--- config.mk ---
export PLATFORM = sky130hd
export DESIGN_NAME = lut_case_engine
export DESIGN_NICKNAME = d
export VERILOG_FILES = /design/src/rtl/lut_case_engine.sv
export SDC_FILE = /design/constraint.sdc
export NUM_CORES = 1
export LEC_CHECK = 0
export CAP_MARGIN = 20
export CORE_MARGIN = 4
export CORE_UTILIZATION = 35
export DETAILED_ROUTE_END_ITERATION = 8
export REMOVE_ABC_BUFFERS = 1
export SLEW_MARGIN = 20
export SYNTH_ARGS = -nofsm -noshare
export SYNTH_HDL_FRONTEND = slang
export SYNTH_SLANG_ARGS = --single-unit
--- constraint.sdc ---
create_clock -name Clock -period 1.6 [get_ports Clock]
set_clock_uncertainty 0.1 [all_clocks]
set_input_delay 0.48 -clock Clock [delete_from_list [all_inputs] [get_ports Clock]]
set_output_delay 0.48 -clock Clock [all_outputs]
set_load 0.1 [all_outputs]
--- src/rtl/lut_case_engine.sv ---
// lut_case_engine
// Programmable select decoder: an SEL_W-bit select vector indexes a
// 2^SEL_W-entry table of OUT_W-bit words. The table is written at run time,
// and a clear request zeroes it with one entry per cycle.
//
// Ports:
//   Clock, Resetn           rising-edge clock, async active-low reset
//   in_valid/in_sel/in_ready  select handshake (accept = in_valid & in_ready)
//   out_valid/out_f         registered result, valid strobes for one cycle
//   cfg_wr/cfg_addr/cfg_data  single-entry table write (IDLE only)
//   cfg_clear/cfg_busy      start table clear sweep / sweep in progress
//   out_par                 (LUT_PARITY_EN only) XOR-reduction of loaded entry
//
// Optional feature macro: LUT_PARITY_EN
module lut_case_engine #(
  parameter int SEL_W = 3,
  parameter int OUT_W = 2
) (
  input  logic             Clock,
  input  logic             Resetn,
  input  logic             in_valid,
  input  logic [SEL_W-1:0] in_sel,
  output logic             in_ready,
  output logic             out_valid,
  output logic [OUT_W-1:0] out_f,
  input  logic             cfg_wr,
  input  logic [SEL_W-1:0] cfg_addr,
  input  logic [OUT_W-1:0] cfg_data,
  input  logic             cfg_clear,
  output logic             cfg_busy
`ifdef LUT_PARITY_EN
  ,
  output logic             out_par
`endif
);

  localparam int DEPTH = 1 << SEL_W;

  typedef enum logic {IDLE, CLEAR} state_e;

  state_e                        state_q, state_d;
  logic [DEPTH-1:0][OUT_W-1:0]   tbl_q, tbl_d;
  logic [SEL_W-1:0]              cnt_q, cnt_d;
  logic [OUT_W-1:0]              out_f_q, out_f_d;
  logic                          out_valid_q, out_valid_d;
  logic                          accept;
`ifdef LUT_PARITY_EN
  logic                          par_q, par_d;
`endif

  assign in_ready  = (state_q == IDLE);
  assign cfg_busy  = (state_q == CLEAR);
  assign out_f     = out_f_q;
  assign out_valid = out_valid_q;
`ifdef LUT_PARITY_EN
  assign out_par   = par_q;
`endif

  always_comb begin
    state_d     = state_q;
    tbl_d       = tbl_q;
    cnt_d       = cnt_q;
    out_f_d     = out_f_q;
    out_valid_d = 1'b0;
`ifdef LUT_PARITY_EN
    par_d       = par_q;
`endif
    accept      = in_valid && (state_q == IDLE);

    // Lookup reads tbl_q, so a same-cycle write to the same entry is seen
    // only by the next accept.
    if (accept) begin
      out_f_d     = tbl_q[in_sel];
      out_valid_d = 1'b1;
`ifdef LUT_PARITY_EN
      par_d       = ^tbl_q[in_sel];
`endif
    end

    case (state_q)
      IDLE: begin
        // Clear has priority; a coincident write is dropped.
        if (cfg_clear) begin
          state_d = CLEAR;
          cnt_d   = '0;
        end else if (cfg_wr) begin
          tbl_d[cfg_addr] = cfg_data;
        end
      end
      CLEAR: begin
        tbl_d[cnt_q] = '0;
        cnt_d        = cnt_q + 1'b1;  // wraps to 0 after the last entry
        if (cnt_q == {SEL_W{1'b1}}) state_d = IDLE;
      end
      default: state_d = IDLE;
    endcase
  end

  always_ff @(posedge Clock or negedge Resetn) begin
    if (!Resetn) begin
      state_q     <= IDLE;
      tbl_q       <= '0;
      cnt_q       <= '0;
      out_f_q     <= '0;
      out_valid_q <= 1'b0;
`ifdef LUT_PARITY_EN
      par_q       <= 1'b0;
`endif
    end else begin
      state_q     <= state_d;
      tbl_q       <= tbl_d;
      cnt_q       <= cnt_d;
      out_f_q     <= out_f_d;
      out_valid_q <= out_valid_d;
`ifdef LUT_PARITY_EN
      par_q       <= par_d;
`endif
    end
  end

endmodule

==> flow_metrics.tcl <==
set metrics [dict create \
    fin_ws_ns -0.00255 \
    synth_cell_type_count 23 \
    clockRootBuffer "clkbuf_4" \
    final_max_slew_viol_count 0 \
    antenna_cells 0 \
    power_uw 2350 \
    startpoint_type "register" \
    drv_cap 0 \
    yosysWarnings 0 \
    rr_worst_depth 4 \
    clk_pin_slew_ns 0.13 \
    place_area_um2 1550 \
    worst_path_max_delay_cell "dfrtp_2" \
    area_delta_synth_final_pct 36.1 \
    dp.cells 179 \
    drive_above_1_share_pct 23.2 \
    fin_crit_sh_pct 100 \
    start_util_pct 36.0 \
    grt_pass1_wl_mm 4.80 \
    layout_commonest_cell "mux2i_1" \
    synthTopCellsByArea "dfrtp_1 48%, mux2i_1 20%, nand2_1 6.9%" \
    cts_tree "done" \
    endpoint_kind "output port" \
    mostFrequentLayoutCells "24 x mux2i_1, 22 x nand2_1, 22 x dfrtp_1" \
    path_max_fanout 3 \
    cts_buffers 3 \
    routabilityCongestion 0.800 \
    fin_area_um2 1640 \
    synth_top_area_share_pct 47.9 \
    outcome "finished, violations left" \
    overflow 0 \
    syn_area_per_cell_um2 11.1 \
    hp-class "in -> async" \
    num-nets-final 154 \
    drcViolationCount 0 \
    ioPinCount 18 \
    rsz0062_at_grt "true" \
    power_density_nw_per_um2 1440 \
    critPathKind "reg -> out" \
    cp_top_family "flip-flops" \
    dieArea_um2 4430 \
    worst_pin_slew_ns 0.355 \
    max_freq_ghz 0.624 \
    row_count 21 \
    layout.cells.non_filler 184 \
    leakagePower_uw 0.000840 \
    rr_startpoint "cfg_busy$_DFF_PN0_" \
    ys_ff_latch 23 \
    track_usage_pct 14.5 \
    drtIter0Drc 24 \
    critPathArrivalTime_ns 1.02 \
    yosysTopAreaCell "dfrtp_1" \
    worstSkewPairLatency_ns 0.31 \
    syn_inst 108 \
    wirelength_mm 2.89 \
    die_y_um 66.6 \
    hpwl_mm 2.12 \
    cp.required_ns 1.02 \
    drt_pre_antenna_iters 4 \
    crit_chain "inv_2, buf_12" \
    grt_max_degree 24 \
    core-area_um2 3340 \
    fp.dieW_um 66.6 \
    htreeDepth 1 \
    viasPerCell 5.11 \
    violations "setup timing" \
    max-slew-margin-rel_pct 76.3 \
    peakVddDrop_mv 0.765 \
    postRouteAntennaNets 0 \
    setup_viol 1 \
    ys_seq_area_share_pct 47.9 \
    grt_pass1_vias 996 \
    clock_path_buffers 2 \
    cp_num_buf_inv 2 \
    fin_crit_ns 1.60 \
    reg2reg_slack_ns 0.12 \
    fill_cells 310 \
    vias 941 \
    max_stage_delay_ns 0.46 \
    final-hold-violation-count 0 \
    wl_per_cell_um 15.7 \
    postLayoutCoreUtil_pct 49.0 \
    grt_antenna_before_repair 0 \
    reg2reg_to "tbl_q[13]$_DFFE_PN0P_" \
    port_buffers 17 \
    netlist_area_um2 1200 \
    cts.sinks 23 \
]
[cells in the mapped netlist]
cell type	n
nand2_1	22
a22o_1	2
or4bb_1	1
nor4b_1	1
nor2b_1	2
and4_1	1
mux4_2	2
nor2_1	2
o31ai_1	4
clkbuf_1	3
inv_1	4
buf_6	1
o21ai_0	2
nand4bb_1	1
nor4bb_1	2
ha_1	2
dfrtp_1	23
nand4_1	2
nand4b_1	2
o21ai_1	2
nand2b_1	2
mux2i_1	24
a21oi_1	1
[report_power, final]
group	internal (uW)	switching, uW	total, uW
Clock	93.6	179	273
Combinational	487	648	1130
Sequential	771	170	940
[metrics by stage]
step	setup TNS (ns)	hold WS, ns	setup slack, ns
finish	-0.00255	0.409	-0.00255
global route	-0.247	0.404	-0.0686
CTS	-0.0196	0.397	-0.0196
detailed placement	-6.16	0.424	-0.393
global placement	-5.85	0.419	-0.357
floorplan	-5.38	0.0844	-0.815
[worst max path at each step]
stage / startpoint / endpoint / slack (ns) / cells after the start
floorplan: cfg_busy$_DFF_PN0_ / in_ready / -0.82 / 1
global placement: in_sel[0] / out_f[0]$_DFFE_PN0P_ / -0.36 / 5
detailed placement: in_sel[0] / out_f[0]$_DFFE_PN0P_ / -0.39 / 5
CTS: cfg_busy$_DFF_PN0_ / in_ready / -0.02 / 2
global route: cfg_wr / tbl_q[8]$_DFFE_PN0P_ / -0.07 / 4
finish: cfg_busy$_DFF_PN0_ / in_ready / -0.003 / 2
[final cells by class]
type | count | area (um2) | share of cell area [%]
inverters | 4 | 15.0 | 0.918
clock buffers | 3 | 22.5 | 1.38
well taps | 46 | 57.6 | 3.52
repair buffers | 30 | 325 | 19.9
flip-flops and latches | 23 | 577 | 35.3
multi-input cells | 77 | 633 | 38.7
clock inverters | 1 | 5.00 | 0.306
[cells by family after synthesis]
group | share of synthesized area (%)
compound gates | 6.04
fa+ha+maj | 2.08
buf+inv | 3.12
flops | 47.9
mux | 23.7
simple gates | 17.1
[timing repair]
item                       CTS  global route
hold buffers                 0             0
setup endpoints to repair    8            15
resized for setup            6             8
cloned                       0             0
pin swaps                    1             1
buffers inserted             1             0
[routing by layer]
layer	vias up	GRT usage, %	wire, um
li1	451	-	-
met1	456	19.3	1280
met2	30	23.1	1390
met3	4	3.54	189
met4	0	4.57	29
met5	-	0	0
[flip-flops by register name, indices dropped and copies added (netlist names)]
signal,flops
out_valid,1
cfg_busy,1
tbl_q,16
out_f,2
cnt_q,3
Note: power is estimated with default switching activity, not from simulation.
